--- config.mk ---
export PLATFORM = sky130hd
export DESIGN_NAME = load_store_multi_arbiter
export DESIGN_NICKNAME = d
export VERILOG_FILES = /design/src/rtl/ldst_arb_pkg.sv /design/src/rtl/ldst_id_fifo.sv /design/src/rtl/load_store_multi_arbiter.sv
export SDC_FILE = /design/constraint.sdc
export NUM_CORES = 1
export LEC_CHECK = 0
export ABC_AREA = 1
export CORE_AREA = 2 2 145 147
export CTS_CLUSTER_DIAMETER = 60
export DETAILED_ROUTE_END_ITERATION = 7
export DIE_AREA = 0 0 147 149
export SYNTH_ARGS = -nofsm -noshare
export SYNTH_HDL_FRONTEND = slang
export SYNTH_SLANG_ARGS = --single-unit
--- constraint.sdc ---
create_clock -name iCLOCK -period 9.3 [get_ports iCLOCK]
set_input_delay 2.79 -clock iCLOCK [delete_from_list [all_inputs] [get_ports iCLOCK]]
set_output_delay 2.79 -clock iCLOCK [all_outputs]
set_load 0.005 [all_outputs]
--- src/rtl/ldst_arb_pkg.sv ---
// Shared constants and types for the load/store multi-channel arbiter.
package ldst_arb_pkg;

  // Access size encoding carried on the ORDER fields
  localparam logic [1:0] LDST_BYTE = 2'b00;
  localparam logic [1:0] LDST_HALF = 2'b01;
  localparam logic [1:0] LDST_WORD = 2'b10;
  localparam logic [1:0] LDST_NONE = 2'b11;

  // Channel identifier for the default three-channel configuration
  localparam int unsigned N_CH_DEFAULT = 3;
  typedef logic [$clog2(N_CH_DEFAULT)-1:0] ch_id_t;

endpackage

--- src/rtl/ldst_id_fifo.sv ---
// Small synchronous FIFO holding the issuing channel of each outstanding
// load/store transaction. Push is ignored when full, pop when empty.
module ldst_id_fifo #(
  parameter int unsigned WIDTH = 2,
  parameter int unsigned DEPTH = 4
) (
  input  logic                       clk,
  input  logic                       rst_n,
  input  logic                       clr,
  input  logic                       push,
  input  logic [WIDTH-1:0]           din,
  input  logic                       pop,
  output logic [WIDTH-1:0]           dout,
  output logic [$clog2(DEPTH):0]     count,
  output logic                       full,
  output logic                       empty
);

  localparam int unsigned PTR_W = $clog2(DEPTH);
  localparam int unsigned CNT_W = PTR_W + 1;

  logic [WIDTH-1:0] mem [DEPTH];
  logic [PTR_W-1:0] wr_ptr;
  logic [PTR_W-1:0] rd_ptr;
  logic             push_ok;
  logic             pop_ok;

  assign full    = (count == CNT_W'(DEPTH));
  assign empty   = (count == '0);
  assign push_ok = push && !full;
  assign pop_ok  = pop && !empty;
  assign dout    = mem[rd_ptr];

  // Storage array, written on every accepted push
  always_ff @(posedge clk) begin
    if (push_ok) mem[wr_ptr] <= din;
  end

  // Pointers wrap naturally since DEPTH is a power of two
  always_ff @(posedge clk or negedge rst_n) begin
    if (!rst_n) begin
      wr_ptr <= '0;
      rd_ptr <= '0;
      count  <= '0;
    end else if (clr) begin
      wr_ptr <= '0;
      rd_ptr <= '0;
      count  <= '0;
    end else begin
      if (push_ok) wr_ptr <= wr_ptr + PTR_W'(1);
      if (pop_ok)  rd_ptr <= rd_ptr + PTR_W'(1);
      unique case ({push_ok, pop_ok})
        2'b10:   count <= count + CNT_W'(1);
        2'b01:   count <= count - CNT_W'(1);
        default: count <= count;
      endcase
    end
  end

endmodule

--- src/rtl/load_store_multi_arbiter.sv ---
// N-channel round-robin arbiter in front of the single load/store port.
// Accepted transactions record their channel in an ID FIFO so that the
// in-order responses can be steered back to the issuing channel.
module load_store_multi_arbiter
  import ldst_arb_pkg::*;
#(
  parameter int unsigned N_CH      = 3,
  parameter int unsigned ADDR_W    = 32,
  parameter int unsigned DATA_W    = 32,
  parameter int unsigned MAX_OUTST = 4
) (
  input  logic                            iCLOCK,
  input  logic                            inRESET,
  input  logic                            iRESET_SYNC,
  input  logic                            iFORCE_EN,
  input  logic [$clog2(N_CH)-1:0]         iFORCE_SEL,
  input  logic [N_CH-1:0]                 iCH_REQ,
  output logic [N_CH-1:0]                 oCH_BUSY,
  input  logic [2*N_CH-1:0]               iCH_ORDER,
  input  logic [(DATA_W/8)*N_CH-1:0]      iCH_MASK,
  input  logic [N_CH-1:0]                 iCH_RW,
  input  logic [ADDR_W*N_CH-1:0]          iCH_ADDR,
  input  logic [DATA_W*N_CH-1:0]          iCH_DATA,
  output logic [N_CH-1:0]                 oCH_VALID,
  output logic [DATA_W-1:0]               oCH_DATA,
  output logic                            oLDST_REQ,
  output logic [1:0]                      oLDST_ORDER,
  output logic [DATA_W/8-1:0]             oLDST_MASK,
  output logic                            oLDST_RW,
  output logic [ADDR_W-1:0]               oLDST_ADDR,
  output logic [DATA_W-1:0]               oLDST_DATA,
  input  logic                            iLDST_BUSY,
  input  logic                            iLDST_VALID,
  input  logic [DATA_W-1:0]               iLDST_DATA,
  output logic [$clog2(MAX_OUTST):0]      oOUTST_CNT,
  output logic                            oERR_UNEXP
);

  localparam int unsigned CH_W   = $clog2(N_CH);
  localparam int unsigned MASK_W = DATA_W / 8;
  localparam logic [N_CH-1:0] CH_ONE = {{(N_CH-1){1'b0}}, 1'b1};

  logic [CH_W-1:0] rr_ptr;
  logic [N_CH-1:0] eligible;
  logic [CH_W:0]   pick;
  logic [CH_W-1:0] grant_id;
  logic            grant_vld;
  logic            accept;
  logic            resp_pop;
  logic [CH_W-1:0] head_id;
  logic            fifo_full;
  logic            fifo_empty;
  logic            err_unexp;

  // First eligible channel at or after ptr, wrapping; MSB flags a hit
  function automatic logic [CH_W:0] rr_pick(input logic [N_CH-1:0] elig,
                                            input logic [CH_W-1:0] ptr);
    logic [CH_W:0] res;
    logic [CH_W:0] idx;
    res = '0;
    for (int unsigned i = 0; i < N_CH; i++) begin
      idx = {1'b0, ptr} + (CH_W+1)'(i);
      if (idx >= (CH_W+1)'(N_CH)) idx = idx - (CH_W+1)'(N_CH);
      if (!res[CH_W] && elig[idx[CH_W-1:0]]) res = {1'b1, idx[CH_W-1:0]};
    end
    return res;
  endfunction

  // Eligibility, grant and issue-side field multiplexing
  always_comb begin
    eligible    = iFORCE_EN ? (iCH_REQ & (CH_ONE << iFORCE_SEL)) : iCH_REQ;
    pick        = rr_pick(eligible, rr_ptr);
    grant_id    = pick[CH_W-1:0];
    grant_vld   = pick[CH_W] && !fifo_full;
    accept      = grant_vld && !iLDST_BUSY;
    oLDST_REQ   = grant_vld;
    oLDST_ORDER = '0;
    oLDST_MASK  = '0;
    oLDST_RW    = 1'b0;
    oLDST_ADDR  = '0;
    oLDST_DATA  = '0;
    if (grant_vld) begin
      oLDST_ORDER = iCH_ORDER[int'(grant_id)*2 +: 2];
      oLDST_MASK  = iCH_MASK[int'(grant_id)*MASK_W +: MASK_W];
      oLDST_RW    = iCH_RW[grant_id];
      oLDST_ADDR  = iCH_ADDR[int'(grant_id)*ADDR_W +: ADDR_W];
      oLDST_DATA  = iCH_DATA[int'(grant_id)*DATA_W +: DATA_W];
    end
    oCH_BUSY  = accept ? ~(CH_ONE << grant_id) : '1;
    resp_pop  = iLDST_VALID && !fifo_empty;
    oCH_VALID = resp_pop ? (CH_ONE << head_id) : '0;
    oCH_DATA  = iLDST_DATA;
  end

  // Round-robin pointer and sticky unexpected-response flag
  always_ff @(posedge iCLOCK or negedge inRESET) begin
    if (!inRESET) begin
      rr_ptr    <= '0;
      err_unexp <= 1'b0;
    end else if (iRESET_SYNC) begin
      rr_ptr    <= '0;
      err_unexp <= 1'b0;
    end else begin
      if (accept)
        rr_ptr <= (grant_id == CH_W'(N_CH-1)) ? '0 : grant_id + CH_W'(1);
      if (iLDST_VALID && fifo_empty)
        err_unexp <= 1'b1;
    end
  end

  assign oERR_UNEXP = err_unexp;

  ldst_id_fifo #(
    .WIDTH (CH_W),
    .DEPTH (MAX_OUTST)
  ) u_id_fifo (
    .clk   (iCLOCK),
    .rst_n (inRESET),
    .clr   (iRESET_SYNC),
    .push  (accept),
    .din   (grant_id),
    .pop   (resp_pop),
    .dout  (head_id),
    .count (oOUTST_CNT),
    .full  (fifo_full),
    .empty (fifo_empty)
  );

endmodule
### Yosys cells after proc, flatten, opt, wreduce, memory -nomap -nowiden

Memories as Yosys holds them, arrays and structs flattened.
Index checks and enable logic that the tools add are counted.

| cells by class | value |
|---|---|
| add/subtract/negate cells | 10 |
| multipliers | 0 |
| div/mod/pow operators | 0 |
| $lt $le $gt $ge | 7 |
| eq/ne operators | 4 |
| shift-type cells | 7 |
| mux-type cells | 35 |
| bitwise gates (word level) | 2 |
| reductions and logical operators | 19 |

Operators with widths:

| kind | number |
|---|---|
| $shiftx 96x8->32 | 2 |
| $mux 32 | 2 |
| $mux 2 | 11 |
| $mux 3 | 7 |
| $lt 2x3->1 const B | 4 |
| $shiftx 12x5->4 | 1 |
| $mux 1 | 9 |
| $shl 1x2->3 const A | 3 |
| $bmux 1 s2 | 4 |
| $logic_and 1x1->1 | 8 |
| $reduce_bool 2->1 | 4 |
| $add 2x1->2 const B | 3 |
| $ge 3x2->1 const B | 2 |
| $pmux 3 s2 | 1 |
| $shiftx 6x4->2 | 1 |
| $sub 2x2->2 const B | 3 |
| $logic_not 1->1 | 5 |
| $eq 2x2->1 const B | 2 |
| $mux 4 | 1 |
| $add 2x1->3 const B | 1 |
| $add 2x2->3 const B | 1 |
| $add 3x1->3 const B | 1 |
| $and 3x3->3 | 1 |
| $eq 3x3->1 const B | 1 |
| 6 further kinds | 6 |

| storage, ports and cells | value |
|---|---|
| register bits after elaboration | 10 |
| bits in latches | 0 |
| memory bits (writable) | 8 |
| bits in read-only memories | 0 |
| bits of input ports | 256 |
| word-level logic and storage cells | 90 |
| memories kept | 1 |

Memories:

| name | words | width | rd ports | clocked after memory_dff | wr ports | RTL line | source |
|---|---|---|---|---|---|---|---|
| u_id_fifo.mem | 4 | 2 | 1 | 0 | 1 | ldst_id_fifo.sv:22 | `logic [WIDTH-1:0] mem [DEPTH];` |

### Depth between registers and ports, before layout

Gate-level depths: netlist of run 1.

| depth | value |
|---|---|
| depth in word-level cells | 18 |
| gate-level depth with buffers | 17 |
| depth with buffers taken out | 17 |

### By module

From an unflattened synthesis of run 1, not the netlist that was laid out.

| second synthesis, totals | value |
|---|---|
| cells, all modules | 670 |
| area, all modules | 3629.7 µm² |

Modules (own cells, without submodules):

| module | instances | cells each | area each (µm²) | sequential area each (µm²) |
|---|---|---|---|---|
| load_store_multi_arbiter | 1 | 583 | 2807.7 | 75.1 |
| ldst_id_fifo | 1 | 87 | 822.0 | 415.4 |

### Least setup slack after synthesis of run 1

Ideal clock, no wire load.

| timing path | value |
|---|---|
| kind | input port to output port |
| start | in iFORCE_SEL[0] |
| end | out oLDST_ADDR[17] |
| arrival time | 4099 ps |
| data required time | 6510 ps |
| slack | 2411 ps |
| stages on the path | 12 |
| buffers on the path | 1 |
| cell sequence | inv_1 -> nand2_1 -> a21boi_1 -> nand3_1 -> nand2_2 -> nand3_1 -> nand2_2 -> nand2_4 -> clkinv_2 -> buf_2 -> nand2_1 -> a21oi_1 |

| on the way | value |
|---|---|
| longest elaborated chain between the ends | 14 |
| elaborated cells on any way between the ends | 19 |
| those cells by class | shift (2); mux (11); bitwise (1); reduce/logical (5) |

RTL lines:

| item | RTL line | source |
|---|---|---|
| from (decl) | load_store_multi_arbiter.sv:16 | `input logic [$clog2(N_CH)-1:0] iFORCE_SEL,` |
| $shl 1x2->3 (*) | load_store_multi_arbiter.sv:71 | `eligible = iFORCE_EN ? (iCH_REQ & (CH_ONE << iFORCE_SEL)) : iCH_REQ;` |
| $and 3x3->3 (*) | load_store_multi_arbiter.sv:71 |  |
| $mux 3 (*) | load_store_multi_arbiter.sv:71 |  |
| $bmux 1 s2 | load_store_multi_arbiter.sv:64 | `if (!res[CH_W] && elig[idx[CH_W-1:0]]) res = {1'b1, idx[CH_W-1:0]};` |
| $mux 1 (not written as such) | load_store_multi_arbiter.sv:64 |  |
| $mux 3 | load_store_multi_arbiter.sv:64 |  |
| $logic_not 1->1 | load_store_multi_arbiter.sv:64 |  |
| $logic_and 1x1->1 | load_store_multi_arbiter.sv:64 |  |
| $mux 3 | load_store_multi_arbiter.sv:64 |  |
| $logic_not 1->1 | load_store_multi_arbiter.sv:64 |  |
| $logic_and 1x1->1 | load_store_multi_arbiter.sv:64 |  |
| $mux 3 (*) | load_store_multi_arbiter.sv:64 |  |
| net pick[1] | load_store_multi_arbiter.sv:45 | `logic [CH_W:0] pick;` |
| $shiftx 96x8->32 (*) | load_store_multi_arbiter.sv:86 | `oLDST_ADDR = iCH_ADDR[int'(grant_id)*ADDR_W +: ADDR_W];` |
| $mux 32 (*) | load_store_multi_arbiter.sv:82 | `if (grant_vld) begin` |
| to (decl) | load_store_multi_arbiter.sv:30 | `output logic [ADDR_W-1:0] oLDST_ADDR,` |

The timed path passes the listed nets; every way through them passes the cells marked *. The select of a mux whose other input is x is not followed.

### Worst setup path in the final report of run 1

| timing path | value |
|---|---|
| start | in iFORCE_SEL[0] |
| end | out oLDST_ADDR[4] |

| on the way | value |
|---|---|
| longest elaborated chain between the ends | 14 |
| elaborated cells on any way between the ends | 19 |
| those cells by class | shift (2); mux (11); bitwise (1); reduce/logical (5) |

RTL lines:

| item | RTL line |
|---|---|
| $shl 1x2->3 (*) | load_store_multi_arbiter.sv:71 |
| $and 3x3->3 (*) | load_store_multi_arbiter.sv:71 |
| $mux 3 (*) | load_store_multi_arbiter.sv:71 |
| $bmux 1 s2 | load_store_multi_arbiter.sv:64 |
| $mux 1 (not written as such) | load_store_multi_arbiter.sv:64 |
| $mux 3 | load_store_multi_arbiter.sv:64 |
| $logic_not 1->1 | load_store_multi_arbiter.sv:64 |
| $logic_and 1x1->1 | load_store_multi_arbiter.sv:64 |
| $mux 3 | load_store_multi_arbiter.sv:64 |
| $logic_not 1->1 | load_store_multi_arbiter.sv:64 |
| $logic_and 1x1->1 | load_store_multi_arbiter.sv:64 |
| $mux 3 (*) | load_store_multi_arbiter.sv:64 |
| $shiftx 96x8->32 or $logic_and 1x1->1 (tied branches) | load_store_multi_arbiter.sv:86, load_store_multi_arbiter.sv:74 |
| $mux 32 (*) | load_store_multi_arbiter.sv:82 |

Every way passes the cells marked *; elsewhere a longest branch is shown, timed or not. The select of a mux whose other input is x is not followed.

==> results summary, run 1 <==
The switching component of the power came out at 1.00 mW. The flow ran to the end, and the final reports show no timing, DRC or antenna violations. Across every metal layer, demand over resource in global routing totals 15.5%. The count of flip-flops with a built-in enable after synthesis came out at 8. The final worst clock skew came out at 1.67 ps.

The initial antenna violation count is 0. Sequential elements use 13.4% of the synthesized area. The quantity of I/O buffers inserted on ports is 305.

The total design power is 2.06 mW. The clock period could shrink to 8650 ps. The register cell area after layout is 490 um2. The starting density of the core is 17.8%. The commonest non-fill, non-tap cell in the layout is clkdlybuf4s50_1. The kind of end point of the critical path is a primary output. The leading area contributor after synthesis is nand3_1. The max-capacitance violation count came out at 0. The number of iterations in the first detailed-routing pass came out at 7. Setup repair after global routing left no endpoint under its margin.

The combinational share of power is 89.5%. The area of the core is 0.0206 mm2. Synthesis produced a netlist whose cell count is 667. The flop and latch count out of synthesis is 18.

The worst hold path belongs to the class register to register. The number of distinct standard cells referenced by the synthesized netlist is 35. The number of antenna diodes in the final layout is 0. The number of nets in the final layout came out at 1179.

The area of the die came out at 0.0219 mm2. The buffer levels on the longest clock path came out at 2. The synthesized netlist net count is 930. The number of top-level pins is 370.

The final worst-path cycle share came out at 93.0%. The count of endpoints failing hold in the final timing report came out at 0. The placed instance count is 1186. In this run, the clock network consumes 4.2% of the power. The final max-slew violation count is 0. The proportion of power drawn by flip-flops and latches is 6.3%. The detailed-route via count is 5193. The portion of synthesized cell area occupied by the leading cell type came out at 22.3%. After clock tree synthesis, the clock-pin slew on the worst setup and hold paths is 50 ps.

The netlist area before placement is 0.00366 mm2. For this design, the CTS-stage hold fixing added 0 buffers. Using the TritonRoute via totals, the vias-per-cell ratio works out to 4.36. The pre-CTS setup slack came out at 626 ps.

After routing the design area is 0.00676 mm2. The highest clock rate came out at 116 MHz. The die height came out at 149 um.

The area occupied by multi-input gates is 0.00236 mm2. The worst setup path is launched from an input port. The share of total power consumed by net switching is 48.6%. The dominant synthesized flop cell is dfrtp_1. The post-cts sizing count came out at 0. The static leakage came out at 2.96 nW. For this run, asynchronously set or reset flops after synthesis account for 55.6%. The setup slack of the critical path after layout came out at 654 ps. Routability-driven placement finished with a final weighted congestion of 0.838. The number of cell rows came out at 53.

After global routing the overflow that remains totals 0. The tightest slew margin relative to the limit came out at 47.3%. The critical path is of the input port to primary output type. For this block, the initial DRC count from the detailed router was 329. The number of H-tree levels is 1. The via count of the first global-routing pass came out at 4958. The filler cell count in the final layout came out at 2301. The number of buffers created by CTS is 3. The tree is rooted in a clkbuf_16.

Entering global routing, the biggest net connects 72 pins. The total power per unit cell area is 305 mW/mm2. The routed wire length per instance came out at 15.4 um. At the worst endpoint, the required time is 6510 ps. The total clock sinks came out at 18.

In the layout the commonest cells are 305 x clkdlybuf4s50_1, 207 x nand2_1, 163 x nand3_1. The number of remaining DRC errors is 0. Internal power comes to 1.06 mW. The insertion delay of the later-clocked pin in the worst-skew pair is 250 ps. Summing all placed instances gives a cell area of 0.00668 mm2. The number of setup violations in the final report is 0. At the pin with the least slew margin, the transition time is 790 ps. Compared with the post-synthesis result, the final layout area differs by 84.5%. Across all hold checks on the routed design, the worst slack comes to 512 ps. The number of non-filler instances in the completed layout came out at 1190.

The total wirelength of the detailed-routed design came out at 18300 um. Cells with a size suffix above 1 make up 4.48% of the layout. The maximum fanout count along the critical path came out at 25. After synthesis, the mean cell area works out to 5.49 um2. The wire length of the first global-routing pass is 26900 um.

The die width is 147 um. The post-CTS setup buffer count came out at 0. Yosys printed 0 warnings. Measured on the finished design, the core utilization comes to 32.9%.

In the final timing run, aggregate negative setup slack is 0 ps. TritonCTS built the clock tree. Once detail routing completed, the nets flagged for antenna violations numbered 0.

Once detailed placement completed, the half-perimeter wirelength came to 14300 um. After synthesis, the cell types taking the most area are nand3_1 22%, nand2_1 21%, a21oi_1 11%. The worst path arrival time is 5860 ps. The maximum resistive drop on vdd came out at 0.225 mV.
[kinds of logic (layout without fill, tap and decap cells)]
logic type	after synthesis	count (layout)	synth area share, %
AND/OR/NAND/NOR	397	397	48.6
flip-flops	18	18	13.4
AO/OA/AOI/OAI	88	88	13.0
adder cells (fa/ha/maj)	7	7	2.60
buffers and inverters	156	404	22.2
XOR/XNOR	1	1	0.239
[state kept, by name (all words and copies together), names as in the netlist]
register          cells
u_id_fifo.mem         8
u_id_fifo.count       3
rr_ptr                2
u_id_fifo.rd_ptr      2
u_id_fifo.wr_ptr      2
oERR_UNEXP            1
[power groups by stage]
stage / clock, mW / sequential (mW) / combinational [mW]
after floorplan: 0 / 0.127 / 0.921
after global placement: 0 / 0.130 / 1.87
after detailed placement: 0 / 0.131 / 1.87
after CTS: 0.0890 / 0.130 / 1.88
after global routing: 0.0914 / 0.133 / 2.03
final: 0.0871 / 0.129 / 1.85
[cell usage after synthesis, types with 3 or more instances]
cell type and count:
a21oi_1 77, buf_2 18, buf_4 42, buf_6 6, clkbuf_1 10, dfrtp_1 10, edfxtp_1 8, ha_1 6
inv_1 71, inv_2 7, nand2_1 208, nand3_1 163, nand4_1 3, nor2_1 10, o21ai_0 4
[path summary, 6_finish.rpt]
check / cells after the start / endpoint / start / slack [ps]
min: 2 / oERR_UNEXP / oERR_UNEXP / 510
max: 15 / oLDST_ADDR[4] / iFORCE_SEL[0] / 650
min in group asynchronous: 1 / oERR_UNEXP / inRESET / 2870
max in group asynchronous: 1 / u_id_fifo.wr_ptr[1] / inRESET / 6110
max reg2reg: 16 / u_id_fifo.count[2] / rr_ptr[0] / 6480
min reg2reg: 2 / oERR_UNEXP / oERR_UNEXP / 510
[layer usage]
metal  track usage (%)  share of wire [%]  vias up
met5                 0                  0        -
met4              3.22                1.6        0
met3              2.20                6.0       24
met2              28.5                 50      213
met1              19.3                 42     2328
li1                  -                  -     2628
[cell type report]
| type | count | share of cell area (%) |
|---|---|---|
| Multi-Input combinational cell | 493 | 35.0 |
| Clock buffer | 3 | 1.11 |
| Tap cell | 275 | 5.09 |
| Timing Repair Buffer | 320 | 47.0 |
| Inverter | 80 | 4.46 |
| Sequential cell | 18 | 7.26 |
| Clock inverter | 1 | 0.0556 |
[worst max-delay path: stages]
cell and delay, ps:
clkdlybuf4s50_1 520, nand2_1 70, nand2_1 100, nand2_1 90, nor2_2 180, inv_1 60, nand2_1 110, nor2_4 60
nand3_4 70, nand2_4 170, inv_2 450, buf_4 310, nand3_1 90, a21oi_1 210, clkdlybuf4s50_1 560
(Power assumes the default switching activity.)
==> inputs of run 2 (changes only) <==
Settings changed: CTS_BUF_LIST set to sky130_fd_sc_hd__clkbuf_16.
==> results of run 2 <==
Same layout as run 1: the final DEF is identical, and so are final timing and power.
==> inputs of run 3 (changes only) <==
Settings changed: CORE_AREA 2 2 145 147 to 5 5 140 142, DIE_AREA 0 0 147 149 to 0 0 145 147, HOLD_SLACK_MARGIN set to 0.02.
==> results summary, run 3 (synthesized netlist as in run 1, its figures left out) <==
The path class of the tightest hold or removal check is register to register. The global placer's final weighted congestion came out at 0.810. The cell that appears most often on the critical path is nand2_1. Setup violations remaining at the end of the flow were counted as 0.

The tightest slew margin relative to the limit is 59.1%. The library cell used most frequently in the layout, excluding fill and tap cells, is clkdlybuf4s50_1. The number of hold buffers added after cts is 0.

The core region is 0.0183 mm2. The detailed-route via count came out at 5193. The worst hold path passes through 2 cells. The detailed placer's ending HPWL is 14600 um. The worst path arrival time came out at 5860 ps. For this run, the top clock speed supported by timing is 116 MHz.

The via count of the first global-routing pass was 5047. The count of endpoints failing hold in the final timing report is 0. The run finished with clean final reports.

The largest registers in the layout are u_id_fifo.mem: 8 flops, u_id_fifo.count: 3 flops. The kind of cell with the highest combined delay along the critical path is buffers and inverters. 370 I/O pins were placed. The number of flip-flops in the largest register is 8.

The initial antenna violation count came out at 1. The detail route stage leaves a number of antenna-violating nets equal to 0. The worst hold margin came out at 518 ps.

The number of antenna diodes in the final layout is 0. The static leakage is 2.95 nW. The final worst-path cycle share is 93.0%.

The buffer levels on the longest clock path came out at 2. The total congestion overflow came out at 0. The register with the highest flop count is u_id_fifo.mem. The number of buffers created by CTS came out at 3. The layout overhead on the synthesized area is 82.6%. The number of H-tree levels is 1. The post-cts sizing count is 0. Entering global routing, the biggest net connects 49 pins. The worst setup path is captured at a primary output.

The category of the worst setup path launch point is an input port. For the worst setup path, the data required time is 6510 ps. Before antenna repair, the detailed router went through 5 iterations. The top cell types in the final layout, fill and taps aside, are 305 x clkdlybuf4s50_1, 207 x nand2_1, 163 x nand3_1. The final max-slew violation count was 0. The post-CTS setup buffer count came out at 0. From bottom edge to top edge, the die measures 147 um. The share of layout cells above drive strength 1 is 4.06%.

Walking the worst path, the cells encountered are clkdlybuf4s50_1 -> inv_1 -> nand2_1 -> nand2_1 -> nand4_1 -> nand3_1 -> nor2_4 -> nand3_4 -> nand2_4 -> buf_4 -> nand2_1 -> nand2_1 -> inv_1 -> a21oi_1 -> clkdlybuf4s50_1. The later pin in the worst-skew pair is clocked with a latency of 250 ps. The vias per cell is 4.54. The clock root buffer is clkbuf_16. The post-route minimum period came out at 8650 ps. The total clock sinks came out at 18.

The maximum fanout count along the critical path is 28. The setup TNS after final layout came out at 0 ps. The number of cell rows is 50. The first global-routing pass estimated 28200 um of wire. The die is 145 um wide. The max-capacitance violation count is 0. The starting density of the core came out at 20.0%. The cell depth of the worst flop-to-flop path came out at 12. TritonCTS built the clock tree. Setup repair after global routing left no endpoint under its margin. Across every metal layer, demand over resource in global routing totals 16.2%.

The area of the die is 0.0213 mm2. The detailed router's first-iteration violation count came out at 279. In the routed design, unresolved DRC markers number 0. After detailed routing, the total wire length is 18800 um. The quantity of I/O buffers inserted on ports is 305.

The number of nets in the final layout is 1175. The critical path start-end classification is input port to primary output. The slew of the pin with the lowest slew margin came out at 613 ps. Counting both buffers and inverters, the worst setup path holds a total of 5.

The final worst clock skew came out at 0.902 ps. The number of logic stages on the critical path including buffering came out at 15. After detailed routing, the average wire length per cell comes to 16.4 um. The filler cell count in the final layout came out at 2011. Clock-pin slew was measured on the worst setup and hold paths at 50 ps. Among all stages on the critical path, the largest delay is contributed by clkdlybuf4s50_1. The stage delay of the slowest cell on the critical path came out at 560 ps. The total power per unit cell area came out at 308 mW/mm2.

The maximum resistive drop on vdd is 0.128 mV.
==> run 3: changes by cell type in the layout (fill, tap and decap cells not counted), sizes merged <==
cell and delta:
buf -4
==> run 3: metrics by stage <==
| stage | instance area [um2] | setup WS (ps) | total power [mW] | utilization [%] | std cells |
|---|---|---|---|---|---|
| finish | 6690 | 653 | 2.06 | 36.5 | 1145 |
| floorplan | 3660 | 2410 | 1.05 | - | 667 |
| global route | 6690 | 387 | 2.25 | 36.5 | 1145 |
| global placement | 6610 | 590 | 2.00 | 36.0 | 1141 |
| detailed placement | 6610 | 596 | 2.00 | 36.0 | 1141 |
| CTS | 6690 | 587 | 2.10 | 36.5 | 1145 |
==> run 3: final cells by class <==
cell class	count	area [um2]	share of cell area, %
multi-input combinational	493	2360	35.3
timing repair buffer	316	3160	47.3
inverter	80	302	4.51
tap	234	293	4.38
clock inverter	1	3.75	0.0561
clock buffer	3	75.1	1.12
sequential	18	490	7.34
==> run 3: path summary, 6_finish.rpt <==
| check | start | end | slack (ps) |
|---|---|---|---|
| setup / recovery | iFORCE_SEL[0] | oLDST_DATA[30] | 650 |
| hold / removal | oERR_UNEXP | oERR_UNEXP | 520 |
| setup reg to reg | rr_ptr[0] | rr_ptr[0] | 6330 |
| hold reg to reg | oERR_UNEXP | oERR_UNEXP | 520 |
| max in group asynchronous | inRESET | rr_ptr[0] | 6110 |
| min in group asynchronous | inRESET | u_id_fifo.count[1] | 2870 |
==> run 3: worst reg2reg max path, stage by stage (launching register included) <==
cell and delay (ps):
dfrtp_1 380, inv_1 70, ha_1 320, inv_2 140, nand4_2 160, nand3_1 130
nor2_4 180, nand3_2 110, nand2_4 340, clkinv_2 520, nor2_1 300, nand3_1 150
o21ai_1 110
==> run 3: metal layers <==
| metal | up-vias | wire [um] | part of all wire (%) | GRT usage (%) |
|---|---|---|---|---|
| met5 | - | 13 | 0.069 | 0 |
| met4 | 2 | 347 | 1.8 | 3.30 |
| met3 | 34 | 1470 | 7.8 | 3.79 |
| met2 | 223 | 9440 | 50 | 29.7 |
| met1 | 2315 | 7550 | 40 | 19.2 |
| li1 | 2619 | - | - | - |
==> run 3: where the power goes <==
group,switching [mW],internal (mW),total (mW)
clock network,0.0300,0.0572,0.0872
logic,0.959,0.882,1.84
registers,0.0178,0.112,0.130
